--- src/rtl/lsb_queue_if.sv ---
// Memory-side request/response bus of the load/store buffer.
// master = buffer issuing requests, slave = memory answering them.
interface lsb_queue_if;
  logic        mem_req;
  logic        mem_we;
  logic [31:0] mem_addr;
  logic [31:0] mem_wdata;
  logic [1:0]  mem_size;
  logic        mem_done;
  logic [31:0] mem_rdata;

  modport master (
    output mem_req, mem_we, mem_addr, mem_wdata, mem_size,
    input  mem_done, mem_rdata
  );

  modport slave (
    input  mem_req, mem_we, mem_addr, mem_wdata, mem_size,
    output mem_done, mem_rdata
  );
endinterface

--- src/rtl/lsb_queue.sv ---
// In-order load/store buffer: loads execute at the head, stores only once committed.
// A ROB clear keeps the committed-store prefix and flushes everything behind it.
module lsb_queue #(
  parameter int LSB_WIDTH = 3,
  parameter int LSB_SIZE  = 8,
  parameter int ROB_WIDTH = 4
) (
  input  logic                 clk_in,
  input  logic                 rst_in,
  input  logic                 rdy_in,
  input  logic                 clear,
  input  logic                 from_rs,
  input  logic [ROB_WIDTH-1:0] from_rs_tag,
  input  logic                 from_rs_store,
  input  logic [2:0]           from_rs_f3,
  input  logic [31:0]          from_rs_addr,
  input  logic [31:0]          from_rs_sdata,
  input  logic                 from_rob,
  input  logic [ROB_WIDTH-1:0] from_rob_tag,
  output logic                 to_rob,
  output logic [ROB_WIDTH-1:0] to_rob_tag,
  output logic [31:0]          to_rob_wdata,
  output logic                 to_if_space,
  lsb_queue_if.master          mem
);

  typedef enum logic [1:0] {IDLE, BUSY, DISCARD} state_t;

  state_t               state;
  logic [LSB_WIDTH-1:0] head, tail, head_next, tail_next;
  logic [LSB_WIDTH:0]   count, count_next, ncommit, keep;
  logic [LSB_SIZE-1:0]  committed, commit_next, valid;
  logic                 do_push, do_pop, scan_run;
  logic [LSB_WIDTH-1:0] scan_idx, offs;

  logic [ROB_WIDTH-1:0] e_tag   [LSB_SIZE];
  logic [2:0]           e_f3    [LSB_SIZE];
  logic [31:0]          e_addr  [LSB_SIZE];
  logic [31:0]          e_sdata [LSB_SIZE];
  logic [LSB_SIZE-1:0]  e_store;

  function automatic logic [31:0] extend(input logic [2:0] f3, input logic [31:0] r);
    case (f3)
      3'b000:  return {{24{r[7]}}, r[7:0]};
      3'b001:  return {{16{r[15]}}, r[15:0]};
      3'b100:  return {24'b0, r[7:0]};
      3'b101:  return {16'b0, r[15:0]};
      default: return r;
    endcase
  endfunction

  always_comb begin
    valid       = '0;
    commit_next = committed;
    offs        = '0;
    for (int unsigned i = 0; i < LSB_SIZE; i++) begin
      offs     = LSB_WIDTH'(i) - head;
      valid[i] = ({1'b0, offs} < count);
      if (from_rob && valid[i] && e_tag[i] == from_rob_tag)
        commit_next[i] = 1'b1;
    end

    // Committed stores form a contiguous prefix from head; stop at the first gap.
    ncommit  = '0;
    scan_run = 1'b1;
    scan_idx = '0;
    for (int unsigned i = 0; i < LSB_SIZE; i++) begin
      scan_idx = head + LSB_WIDTH'(i);
      if (scan_run && ((LSB_WIDTH+1)'(i) < count) && e_store[scan_idx] && commit_next[scan_idx])
        ncommit = ncommit + 1'b1;
      else
        scan_run = 1'b0;
    end
  end

  always_comb begin
    do_pop    = (state == BUSY) && mem.mem_done;
    do_push   = from_rs && !clear && (count != (LSB_WIDTH+1)'(LSB_SIZE));
    keep      = (do_pop && ncommit == '0) ? (LSB_WIDTH+1)'(1) : ncommit;
    head_next = head + LSB_WIDTH'(do_pop);
    if (clear) begin
      tail_next  = head + keep[LSB_WIDTH-1:0];
      count_next = keep - (LSB_WIDTH+1)'(do_pop);
    end else begin
      tail_next  = tail + LSB_WIDTH'(do_push);
      count_next = count + (LSB_WIDTH+1)'(do_push) - (LSB_WIDTH+1)'(do_pop);
    end
  end

  always_ff @(posedge clk_in) begin
    if (rdy_in && do_push) begin
      e_tag[tail]   <= from_rs_tag;
      e_f3[tail]    <= from_rs_f3;
      e_addr[tail]  <= from_rs_addr;
      e_sdata[tail] <= from_rs_sdata;
      e_store[tail] <= from_rs_store;
    end
  end

  always_ff @(posedge clk_in or posedge rst_in) begin
    if (rst_in) begin
      head          <= '0;
      tail          <= '0;
      count         <= '0;
      committed     <= '0;
      state         <= IDLE;
      to_rob        <= 1'b0;
      to_rob_tag    <= '0;
      to_rob_wdata  <= '0;
      to_if_space   <= 1'b1;
      mem.mem_req   <= 1'b0;
      mem.mem_we    <= 1'b0;
      mem.mem_addr  <= '0;
      mem.mem_wdata <= '0;
      mem.mem_size  <= '0;
    end else if (rdy_in) begin
      head        <= head_next;
      tail        <= tail_next;
      count       <= count_next;
      to_if_space <= (32'(count_next) + 32'd2) < 32'(LSB_SIZE);
      committed   <= commit_next;
      if (do_push)
        committed[tail] <= 1'b0;
      to_rob <= 1'b0;

      case (state)
        IDLE: begin
          if (count != '0 && !clear && (!e_store[head] || commit_next[head])) begin
            state         <= BUSY;
            mem.mem_req   <= 1'b1;
            mem.mem_we    <= e_store[head];
            mem.mem_addr  <= e_addr[head];
            mem.mem_wdata <= e_sdata[head];
            mem.mem_size  <= e_f3[head][1:0];
          end
        end
        BUSY: begin
          if (mem.mem_done) begin
            mem.mem_req <= 1'b0;
            state       <= IDLE;
            if (!e_store[head] && !clear) begin
              to_rob       <= 1'b1;
              to_rob_tag   <= e_tag[head];
              to_rob_wdata <= extend(e_f3[head], mem.mem_rdata);
            end
          end else if (clear && !e_store[head]) begin
            state <= DISCARD;
          end
        end
        // The flushed load was already dropped from head/count by the clear,
        // so completion here only retires the bus transaction.
        DISCARD: begin
          if (mem.mem_done) begin
            mem.mem_req <= 1'b0;
            state       <= IDLE;
          end
        end
        default: state <= IDLE;
      endcase
    end
  end

endmodule

--- src/flat_wrapper.sv ---
// flat-port wrapper written by rule: the top's interface ports become plain ports
module lsb_queue_flat 
#(
  parameter int LSB_WIDTH = 3,
  parameter int LSB_SIZE  = 8,
  parameter int ROB_WIDTH = 4
)
  (clk_in, rst_in, rdy_in, clear, from_rs, from_rs_tag, from_rs_store, from_rs_f3, from_rs_addr, from_rs_sdata, from_rob, from_rob_tag, to_rob, to_rob_tag, to_rob_wdata, to_if_space, mem_mem_req, mem_mem_we, mem_mem_addr, mem_mem_wdata, mem_mem_size, mem_mem_done, mem_mem_rdata);
  lsb_queue_if mem_i ();
  input  logic clk_in;
  input  logic rst_in;
  input  logic rdy_in;
  input  logic clear;
  input  logic from_rs;
  input  logic [ROB_WIDTH-1:0] from_rs_tag;
  input  logic from_rs_store;
  input  logic [2:0] from_rs_f3;
  input  logic [31:0] from_rs_addr;
  input  logic [31:0] from_rs_sdata;
  input  logic from_rob;
  input  logic [ROB_WIDTH-1:0] from_rob_tag;
  output logic to_rob;
  output logic [ROB_WIDTH-1:0] to_rob_tag;
  output logic [31:0] to_rob_wdata;
  output logic to_if_space;
  output wire logic [$bits(mem_i.mem_req)-1:0] mem_mem_req;
  output wire logic [$bits(mem_i.mem_we)-1:0] mem_mem_we;
  output wire logic [$bits(mem_i.mem_addr)-1:0] mem_mem_addr;
  output wire logic [$bits(mem_i.mem_wdata)-1:0] mem_mem_wdata;
  output wire logic [$bits(mem_i.mem_size)-1:0] mem_mem_size;
  input wire logic [$bits(mem_i.mem_done)-1:0] mem_mem_done;
  input wire logic [$bits(mem_i.mem_rdata)-1:0] mem_mem_rdata;
  assign mem_mem_req = mem_i.mem_req;
  assign mem_mem_we = mem_i.mem_we;
  assign mem_mem_addr = mem_i.mem_addr;
  assign mem_mem_wdata = mem_i.mem_wdata;
  assign mem_mem_size = mem_i.mem_size;
  assign mem_i.mem_done = mem_mem_done;
  assign mem_i.mem_rdata = mem_mem_rdata;
  lsb_queue #(.LSB_WIDTH(LSB_WIDTH), .LSB_SIZE(LSB_SIZE), .ROB_WIDTH(ROB_WIDTH)) u_core (.clk_in(clk_in), .rst_in(rst_in), .rdy_in(rdy_in), .clear(clear), .from_rs(from_rs), .from_rs_tag(from_rs_tag), .from_rs_store(from_rs_store), .from_rs_f3(from_rs_f3), .from_rs_addr(from_rs_addr), .from_rs_sdata(from_rs_sdata), .from_rob(from_rob), .from_rob_tag(from_rob_tag), .to_rob(to_rob), .to_rob_tag(to_rob_tag), .to_rob_wdata(to_rob_wdata), .to_if_space(to_if_space), .mem(mem_i));
endmodule
--- config.mk ---
export PLATFORM = sky130hd
export DESIGN_NAME = lsb_queue_flat
export DESIGN_NICKNAME = d
export VERILOG_FILES = /design/src/rtl/lsb_queue_if.sv /design/src/rtl/lsb_queue.sv /design/src/flat_wrapper.sv
export SDC_FILE = /design/constraint.sdc
export NUM_CORES = 1
export LEC_CHECK = 0
export CORE_MARGIN = 2
export CORE_UTILIZATION = 55
export CTS_BUF_LIST = sky130_fd_sc_hd__clkbuf_2 sky130_fd_sc_hd__clkbuf_4 sky130_fd_sc_hd__clkbuf_8
export DETAILED_ROUTE_END_ITERATION = 8
export PLACE_DENSITY = 0.73
export SLEW_MARGIN = 30
export SYNTH_ARGS = -nofsm -noshare
export SYNTH_HDL_FRONTEND = slang
export SYNTH_SLANG_ARGS = --single-unit
--- constraint.sdc ---
create_clock -name clk_in -period 24.2 [get_ports clk_in]
set_clock_uncertainty 0.05 [all_clocks]
set_input_delay 3.63 -clock clk_in [delete_from_list [all_inputs] [get_ports clk_in]]
set_output_delay 3.63 -clock clk_in [all_outputs]
set_load 0.01 [all_outputs]
==> results.tsv, run 1 <==
metric	value	unit
drt-wirelength-per-cell	23.77	um
drt_iter0_drc	1095	
rows	84	
startpoint_type	input port	
cts_tree	done	
fp.dieH	233.6	um
critPathMaxStageDelay	710	ps
antenna_found_initial	8	
fp.coreArea	52340	um2
cp.required	24730	ps
maxCapViolCount	0	
chipWidth	233.6	um
holdCritStartpoint	u_core.mem.mem_addr[31]	
cts_max_path_buffers	3	
grt_pass1_wl	98.50	mm
wirelength	65.02	mm
holdPathEnd	u_core.mem.mem_addr[31]	
power_leakage	12.14	nW
synth_fp_nets	1834	
dieArea	54570	um2
insertion_delay	710	ps
avgSynthCellArea	17.26	um2
slew_violations	0	
fin_ws	11140	ps
via_count	16050	
r2r_cells	43	
grt.overflow.total	0	
synth_area	28990	um2
first_pass_iters	7	
io_pins	221	
min_path_cells	2	
fmax	0.07660	GHz
crit_type	in -> reg	
use_met2	39.66	%
initial_core_util	55.40	%
via_per_inst	5.866	
fin_hold_ws	428.1	ps
cts_resized	0	
reg2reg_to	u_core.tail[2]	
reg2reg_from	u_core.head[0]	
post_cts_buffers	0	
max_slew_margin	42.77	%
synth-edff-count	576	
fin_crit	13060	ps
syn2layout_area_growth	18.38	%
htree_num_levels	3	
synth_top_flop_cell	edfxtp_1	
place_hpwl	38.53	mm
synthCells	1680	
synth.largest_area_cell	edfxtp_1	
synth_area_leaders	edfxtp_1 (60%), mux4_2 (11%), dfrtp_1 (11%)	
max-vdd-ir-drop	0.07129	mV
hold_class	reg -> reg	
rsz0062_at_grt	no	
ff2ff_setup_slack	12490	ps
busiest_layer	met2	
clock_sinks	702	
numPortBuffers	220	
tightest_slew	858.4	ps
cts.hold.buffers_added	0	
ys_seq_elements	702	
synth_top_area_share	59.66	%
cts_made_buffers	106	
endpoint_kind	flop	
ys.warnings.count	0	
nets	2109	
pwr_density_cell	109.4	nW/um2
path_max_fanout	9	
async_flop_share	17.95	%
final_util	65.58	%
place.gp.congestion	0.9185	
antenna_left	0	
met1_usage	32.34	%
finalHoldViolCount	0	
drc	0	
gr-usage-all-layers	24.31	%
grt_pass1_vias	16650	
seq_area_frac_synth	70.53	%
status	completed	
cpMostUsedCell	ha_1	
post-route-period-util	53.95	%
cts-root-buf	clkbuf_8	
post-place-ws	10530	ps
yosysUniqueCellTypes	84	
slowest_stage	clkdlybuf4s50_1	
setup_viol	0	
report.power.total	3.756	mW
timing.setup.tns	0	ps
drive_gt1_share	19.75	%
grt_max_degree	73	
critPathArrivalTime	13580	ps
path_clk_slew	60	ps
met3_usage	6.226	%
==> critical path, delay by kind of cell <==
family | cells | cell delay, ps
adders and majority gates | 7 | 2010
buffers and inverters | 3 | 860
muxes | 2 | 370
AOI/OAI and AO/OA | 15 | 3980
and+or+nand+nor | 9 | 1730
xor gates and xnor gates | 4 | 980
==> routing by layer <==
| layer | vias up | routed length (um) |
|---|---|---|
| li1 | 7186 | - |
| met1 | 8161 | 26810 |
| met2 | 572 | 31680 |
| met3 | 118 | 5127 |
| met4 | 12 | 1321 |
| met5 | - | 86 |
==> worst max path at each step <==
stage                          startpoint        endpoint  slack (ps)  depth (start not counted)
after floorplan           from_rob_tag[1]  u_core.tail[2]       12480                         41
after global placement    from_rob_tag[0]  u_core.tail[2]       10820                         40
after detailed placement  from_rob_tag[0]  u_core.tail[2]       10530                         40
after CTS                 from_rob_tag[0]  u_core.tail[2]       11270                         40
after global routing      from_rob_tag[0]  u_core.tail[2]       10550                         40
final                     from_rob_tag[0]  u_core.tail[2]       11140                         40
==> Yosys cell counts, drive strengths merged (6+ instances only) <==
cell type / number
edfxtp: 576
mux4: 146
nand2: 135
dfrtp: 125
o21ai: 84
mux2i: 80
nor2: 68
a21oi: 57
clkbuf: 53
ha: 37
inv: 34
xnor2: 32
buf: 28
nand2b: 17
nand3: 16
xor2: 13
a31oi: 12
mux2: 10
a211o: 9
nor2b: 9
or3: 9
nor3: 8
a211oi: 7
or2: 7
a2111oi: 6
a22oi: 6
o211ai: 6
o22ai: 6
==> power breakdown <==
| group | switching [mW] | total [mW] | internal (mW) |
|---|---|---|---|
| Sequential | 0.0953 | 1.54 | 1.44 |
| Combinational | 0.640 | 1.21 | 0.569 |
| Clock | 0.449 | 1.01 | 0.559 |
==> metrics by stage <==
step / cells / cell area, um2
6_report: 2736 / 34320
5_1_grt: 2735 / 34320
4_1_cts: 2734 / 34310
3_5_place_dp: 2535 / 32030
3_3_place_gp: 2534 / 32000
2_1_floorplan: 1680 / 28990
==> sequential cells by signal, indices dropped and copies added, names as in the netlist, 2 cells and up <==
signal	flops
u_core.e_f3	24
u_core.mem.mem_size	2
u_core.count	4
u_core.e_tag	32
u_core.to_rob_tag	4
u_core.state	2
u_core.head	3
u_core.e_store	8
u_core.to_rob_wdata	32
u_core.e_addr	256
u_core.mem.mem_addr	32
u_core.tail	3
u_core.committed	8
u_core.e_sdata	256
u_core.mem.mem_wdata	32
==> layout make-up <==
| type | count | area, um2 |
|---|---|---|
| Clock inverter | 34 | 245.2 |
| Timing Repair Buffer | 248 | 2444 |
| Clock buffer | 165 | 2033 |
| Fill cell | 3581 | 18020 |
| Inverter | 35 | 138.9 |
| Sequential cell | 702 | 20460 |
| Tap cell | 688 | 860.8 |
| Antenna cell | 2 | 5.005 |
| Multi-Input combinational cell | 862 | 8138 |
==> placed cells by master, fill, tap and decap left out, types with 31 or more instances in the layout <==
cell type        count
a21oi_1             57
clkbuf_4            38
clkbuf_8           127
clkdlybuf4s50_1    220
dfrtp_1            123
edfxtp_1           576
ha_1                37
mux2i_1             79
mux4_2             146
nand2_1            135
nor2_1              62
o21ai_0             83
xnor2_1             31
==> cell families after synthesis <==
logic type                 count (synthesis)  synth area share (%)
muxes                                    236                 14.50
and+or+nand+nor                          300                 4.799
buffers and inverters                    116                 1.631
AOI/OAI and AO/OA                        241                 5.330
DFF                                      702                 70.53
xor gates and xnor gates                  46                 1.467
adders and majority gates                 39                 1.735
(Power assumes the default switching activity.)
==> run 2, diff against run 1 <==
--- a/config.mk
+++ b/config.mk
@@ -9,7 +9,7 @@
 export CORE_UTILIZATION = 55
 export CTS_BUF_LIST = sky130_fd_sc_hd__clkbuf_2 sky130_fd_sc_hd__clkbuf_4 sky130_fd_sc_hd__clkbuf_8
 export DETAILED_ROUTE_END_ITERATION = 8
-export PLACE_DENSITY = 0.73
+export PLACE_DENSITY = 0.76
 export SLEW_MARGIN = 30
 export SYNTH_ARGS = -nofsm -noshare
 export SYNTH_HDL_FRONTEND = slang
==> constraint.sdc (replaced) <==
create_clock -name clk_in -period 10.9 [get_ports clk_in]
set_clock_uncertainty 0.05 [all_clocks]
set_input_delay 1.635 -clock clk_in [delete_from_list [all_inputs] [get_ports clk_in]]
set_output_delay 1.635 -clock clk_in [all_outputs]
set_load 0.01 [all_outputs]
==> run 2 against run 1 <==
  * Critical path depth up 3
  * Design area rose by 0.86%
  * Routed wire length is 0.72% higher
  * Global-route usage is essentially flat
  * Critical path type unchanged
  * Critical endpoint is now u_core.to_if_space
  * Largest power group unchanged
==> results.tsv, run 2 (synthesis gave the netlist of run 1 again) <==
metric	value	unit	change
cts_made_buffers	106		unchanged
chipWidth	233.6	um	unchanged
hold_class	reg -> reg		
fin_hold_ws	426.6	ps	-1.546 ps
pwr_density_cell	243.2	nW/um2	+120%
grt_pass1_vias	16800		+0.91%
reg2reg_from	u_core.head[0]		
multi_input_area	8138	um2	unchanged
antenna_found_initial	8		unchanged
dieArea	54570	um2	unchanged
critPathMaxStageDelay	740	ps	+30 ps
via_per_inst	5.927		+1.0%
post-route-period-util	93.26	%	
maxCapViolCount	0		unchanged
grt_pass1_wl	98.28	mm	-0.22%
drive_gt1_share	20.74	%	+1.0 points
first_pass_iters	7		unchanged
cts-root-buf	clkbuf_8		
cts_max_path_buffers	3		unchanged
antenna_left	0		unchanged
grt.overflow.total	0		unchanged
drc	0		unchanged
seq_area	20460	um2	unchanged
endpoint_kind	flop		
cts.hold.buffers_added	0		unchanged
gr-usage-all-layers	24.32	%	about the same
status	completed		
grt_max_degree	71		-2.7%
clock_sinks	702		unchanged
cts_resized	0		unchanged
holdCritStartpoint	u_core.mem.mem_addr[17]		
rsz0062_at_grt	no		
setup.worst_path.start	from_rob_tag[0]		
tightest_slew	946.5	ps	+88.10 ps
path_clk_slew	70	ps	about the same
final_common_cell	edfxtp_1		
htree_num_levels	3		unchanged
cts_tree	done		
reg_top3	u_core.e_addr (256), u_core.e_sdata (256)		
final_util	66.14	%	+0.57 points
post_cts_buffers	0		unchanged
io_pins	221		unchanged
place.gp.congestion	0.9513		+3.6%
timing.setup.tns	0	ps	unchanged
cp.required	11480	ps	-13250 ps
initial_core_util	55.40	%	unchanged
fp.coreArea	52340	um2	unchanged
slew_violations	0		unchanged
rows	84		unchanged
fp.dieH	233.6	um	unchanged
max-vdd-ir-drop	0.1429	mV	+100%
slowest_stage	clkdlybuf4s50_1		
nets	2138		+1.4%
finalHoldViolCount	0		unchanged
numPortBuffers	220		unchanged
power_leakage	12.29	nW	+1.3%
place_hpwl	39.08	mm	+1.4%
layout_common_cells	edfxtp_1 (576), clkdlybuf4s50_1 (220), mux4_2 (146)		
nFillCells	3523		-1.6%
syn2layout_area_growth	19.40	%	
insertion_delay	710	ps	about the same
setup_viol	0		unchanged
crit_type	in -> reg		
fin_crit	10170	ps	
drt_iter0_drc	1328		+21%
via_count	16380		+2.0%
wirelength	65.49	mm	+0.72%
critPathArrivalTime	10750	ps	-2830 ps
path_max_fanout	7		-2
fmax	0.09837	GHz	
drt-wirelength-per-cell	23.70	um	-0.27%
max_slew_margin	36.90	%	-5.9 points
startpoint_type	input port		
cpMostUsedCell	ha_1		
==> run 2: metrics by stage <==
stage                     setup WS [ps]  std cells  total power [mW]  area [um2]
after global routing              197.9       2763             8.873       34620
final                             734.3       2763             8.419       34620
after CTS                         891.1       2760             8.489       34580
after floorplan                   947.5       1680             5.176       28990
after global placement            424.1       2557             6.172       32170
after detailed placement          122.9       2563             6.236       32330
==> run 2: report_power, final <==
part	internal, mW	total [mW]	switching (mW)
logic	1.33	2.78	1.45
clock network	1.25	2.23	0.984
registers	3.21	3.41	0.205
total	5.78	8.42	2.64
==> run 2: path summary, 6_finish.rpt <==
kind                                           end  slack, ps  depth (start not counted)
setup / recovery                u_core.to_if_space        730                         43
hold / removal             u_core.mem.mem_addr[17]        430                          2
setup reg to reg                u_core.to_if_space        990                         46
hold reg to reg            u_core.mem.mem_addr[17]        430                          2
max in group asynchronous           u_core.head[2]       8200                          3
min in group asynchronous  u_core.to_rob_wdata[21]       1370                          2
==> run 2: layout make-up <==
type / instances / share of cell area (%)
antenna: 2 / 0.01446
multi-input combinational: 862 / 23.51
tap: 688 / 2.487
clock buffer: 163 / 5.667
sequential: 702 / 59.10
timing repair buffer: 277 / 7.991
inverter: 35 / 0.4012
clock inverter: 34 / 0.8385
==> run 2: layer usage <==
metal	vias up	GRT usage [%]	wire (um)
met5	-	0	91
met1	8328	32.21	26380
met2	650	39.71	32260
met3	131	5.920	5040
li1	7255	-	-
met4	12	8.465	1716
==> run 2: critical path: cells and delay by family <==
family          cells  cell delay, ps
xor+xnor            2             550
buf+inv             6            1130
simple gates        8            1620
compound gates     16            3460
fa+ha+maj           8            1830
mux                 3             520
==> run 3, diff against run 2 <==
--- a/config.mk
+++ b/config.mk
@@ -6,10 +6,11 @@
 export NUM_CORES = 1
 export LEC_CHECK = 0
 export CORE_MARGIN = 2
-export CORE_UTILIZATION = 55
+export CORE_UTILIZATION = 52
 export CTS_BUF_LIST = sky130_fd_sc_hd__clkbuf_2 sky130_fd_sc_hd__clkbuf_4 sky130_fd_sc_hd__clkbuf_8
 export DETAILED_ROUTE_END_ITERATION = 8
-export PLACE_DENSITY = 0.76
+export MAX_ROUTING_LAYER = met4
+export PLACE_DENSITY = 0.72
 export SLEW_MARGIN = 30
 export SYNTH_ARGS = -nofsm -noshare
 export SYNTH_HDL_FRONTEND = slang
==> run 3 against run 2 <==
  * Maximum frequency increased by 2.7%
  * Die area increased by 5.7%
  * Sequential power about the same
  * Critical path depth is the same
  * Clock power is 9% higher
  * Final cell count rose by 3.0%
  * Largest cell class unchanged
==> results.tsv, run 3 (synthesis gave the netlist of run 1 again) <==
metric	value	unit	change
status	completed		
startpoint_type	flop		
cpMostUsedCell	ha_1		
dieArea	57660	um2	+5.7%
insertion_delay	720	ps	about the same
cp.required	11410	ps	-70 ps
path_clk_slew	60	ps	about the same
grt_max_degree	85		+20%
drt-wirelength-per-cell	23.29	um	-1.7%
cts_tree	done		
final_cells	2845		+3.0%
drt_iter0_drc	1416		+6.6%
critPathMaxStageDelay	590	ps	-150 ps
place.gp.congestion	0.8951		-5.9%
cts_resized	0		unchanged
report.power.total	8.612	mW	+2.3%
fp.dieH	240.1	um	+2.8%
fmax	0.1010	GHz	+2.7%
antenna_left	0		unchanged
place_hpwl	39.07	mm	about the same
htree_num_levels	3		unchanged
path_max_fanout	76		+69
setup_viol	0		unchanged
power_leakage	12.39	nW	+0.75%
grt.overflow.total	0		unchanged
grt_pass1_wl	100.2	mm	+2.0%
clock_sinks	702		unchanged
nets	2145		+0.33%
max-vdd-ir-drop	0.1512	mV	+5.8%
fp.coreArea	55090	um2	+5.3%
rows	86		+2.4%
first_pass_iters	5		-2
cts-root-buf	clkbuf_8		
grt_pass1_vias	16820		+0.12%
critPathArrivalTime	10400	ps	-350 ps
maxCapViolCount	0		unchanged
multi_input_area	8138	um2	unchanged
wirelength	66.27	mm	+1.2%
nFillCells	3911		+11%
timing.setup.tns	0	ps	unchanged
crit_type	reg -> reg		
tightest_slew	934.2	ps	-12.35 ps
post_cts_buffers	0		unchanged
syn2layout_area_growth	20.23	%	
numPortBuffers	220		unchanged
drive_gt1_share	21.19	%	+0.45 points
hold_class	reg -> reg		
antenna_found_initial	11		+3
via_per_inst	5.721		-3.5%
placed_cells	2626		+2.5%
io_pins	221		unchanged
drc	0		unchanged
layout_common_cells	edfxtp_1 (576), clkdlybuf4s50_1 (220), mux4_2 (146)		
pwr_density_cell	247.0	nW/um2	+1.6%
cts_max_path_buffers	3		unchanged
fin_crit	9897	ps	-269.1 ps
gr-usage-all-layers	24.22	%	-0.11 points
max_slew_margin	37.57	%	+0.68 points
endpoint_kind	flop		
reg_top3	u_core.e_addr (256), u_core.e_sdata (256)		
rsz0062_at_grt	no		
cts.hold.buffers_added	0		unchanged
slew_violations	0		unchanged
initial_core_util	52.63	%	-2.8 points
finalHoldViolCount	0		unchanged
seq_area	20460	um2	unchanged
chipWidth	240.1	um	+2.8%
final_common_cell	edfxtp_1		
post-route-period-util	90.79	%	-2.5 points
via_count	16280		-0.60%
slowest_stage	dfrtp_1		
cts_made_buffers	111		+4.7%
## run 3: cell types whose count changed in the layout (fill, tap and decap cells not counted), sizes merged
cell | previous run | this run
diode | 2 | 11
clkinv | 23 | 30
bufinv | 4 | 8
clkbuf | 163 | 167
inv | 39 | 35
buf | 57 | 59
## run 3: layout make-up
| class | count | area share, % |
|---|---|---|
| Inverter | 35 | 0.3984 |
| Timing Repair Buffer | 279 | 7.699 |
| Clock buffer | 167 | 5.911 |
| Sequential cell | 702 | 58.69 |
| Clock inverter | 41 | 1.195 |
| Tap cell | 748 | 2.685 |
| Multi-Input combinational cell | 862 | 23.34 |
| Antenna cell | 11 | 0.07896 |
## run 3: where the power goes
group / total, mW / internal [mW] / switching, mW
registers: 3.42 / 3.21 / 0.214
logic: 2.77 / 1.33 / 1.44
clock network: 2.42 / 1.40 / 1.02
## run 3: worst max-delay path: cells and delay by family (launching register included)
kind | cells | cell delay, ps
adders and majority gates | 9 | 2500
AOI/OAI and AO/OA | 16 | 3300
and+or+nand+nor | 7 | 1510
DFF | 1 | 590
buffers and inverters | 5 | 850
xor gates and xnor gates | 3 | 440
muxes | 3 | 510
## run 3: worst paths after layout
kind                            cells after the start                    start                       to  slack (ps)
worst max-delay path                               43           u_core.head[1]           u_core.tail[2]        1000
worst min-delay path                                2  u_core.mem.mem_addr[13]  u_core.mem.mem_addr[13]         430
worst max register to register                     43           u_core.head[1]           u_core.tail[2]        1000
worst min register to register                      2  u_core.mem.mem_addr[13]  u_core.mem.mem_addr[13]         430
max in group asynchronous                           3                   rst_in           u_core.head[2]        8250
min in group asynchronous                           2                   rst_in   u_core.to_rob_wdata[9]        1400
## run 3: per-layer routing
metal / vias up / routed length, um / global-route usage [%]
li1: 7289 / - / -
met1: 8315 / 28290 / 31.89
met2: 572 / 31620 / 37.86
met3: 101 / 5075 / 5.741
met4: 0 / 1274 / 7.416
met5: - / 0 / -
## run 3: stage by stage
stage	setup slack [ps]	hold slack (ps)	utilization, %	area, um2
2_1_floorplan	947.5	426.3	-	28990
3_3_place_gp	520.0	411.5	58.65	32310
3_5_place_dp	348.1	420.7	58.72	32350
4_1_cts	985.4	433.0	63.22	34830
5_1_grt	379.0	450.5	63.27	34860
6_report	1003	427.0	63.27	34860
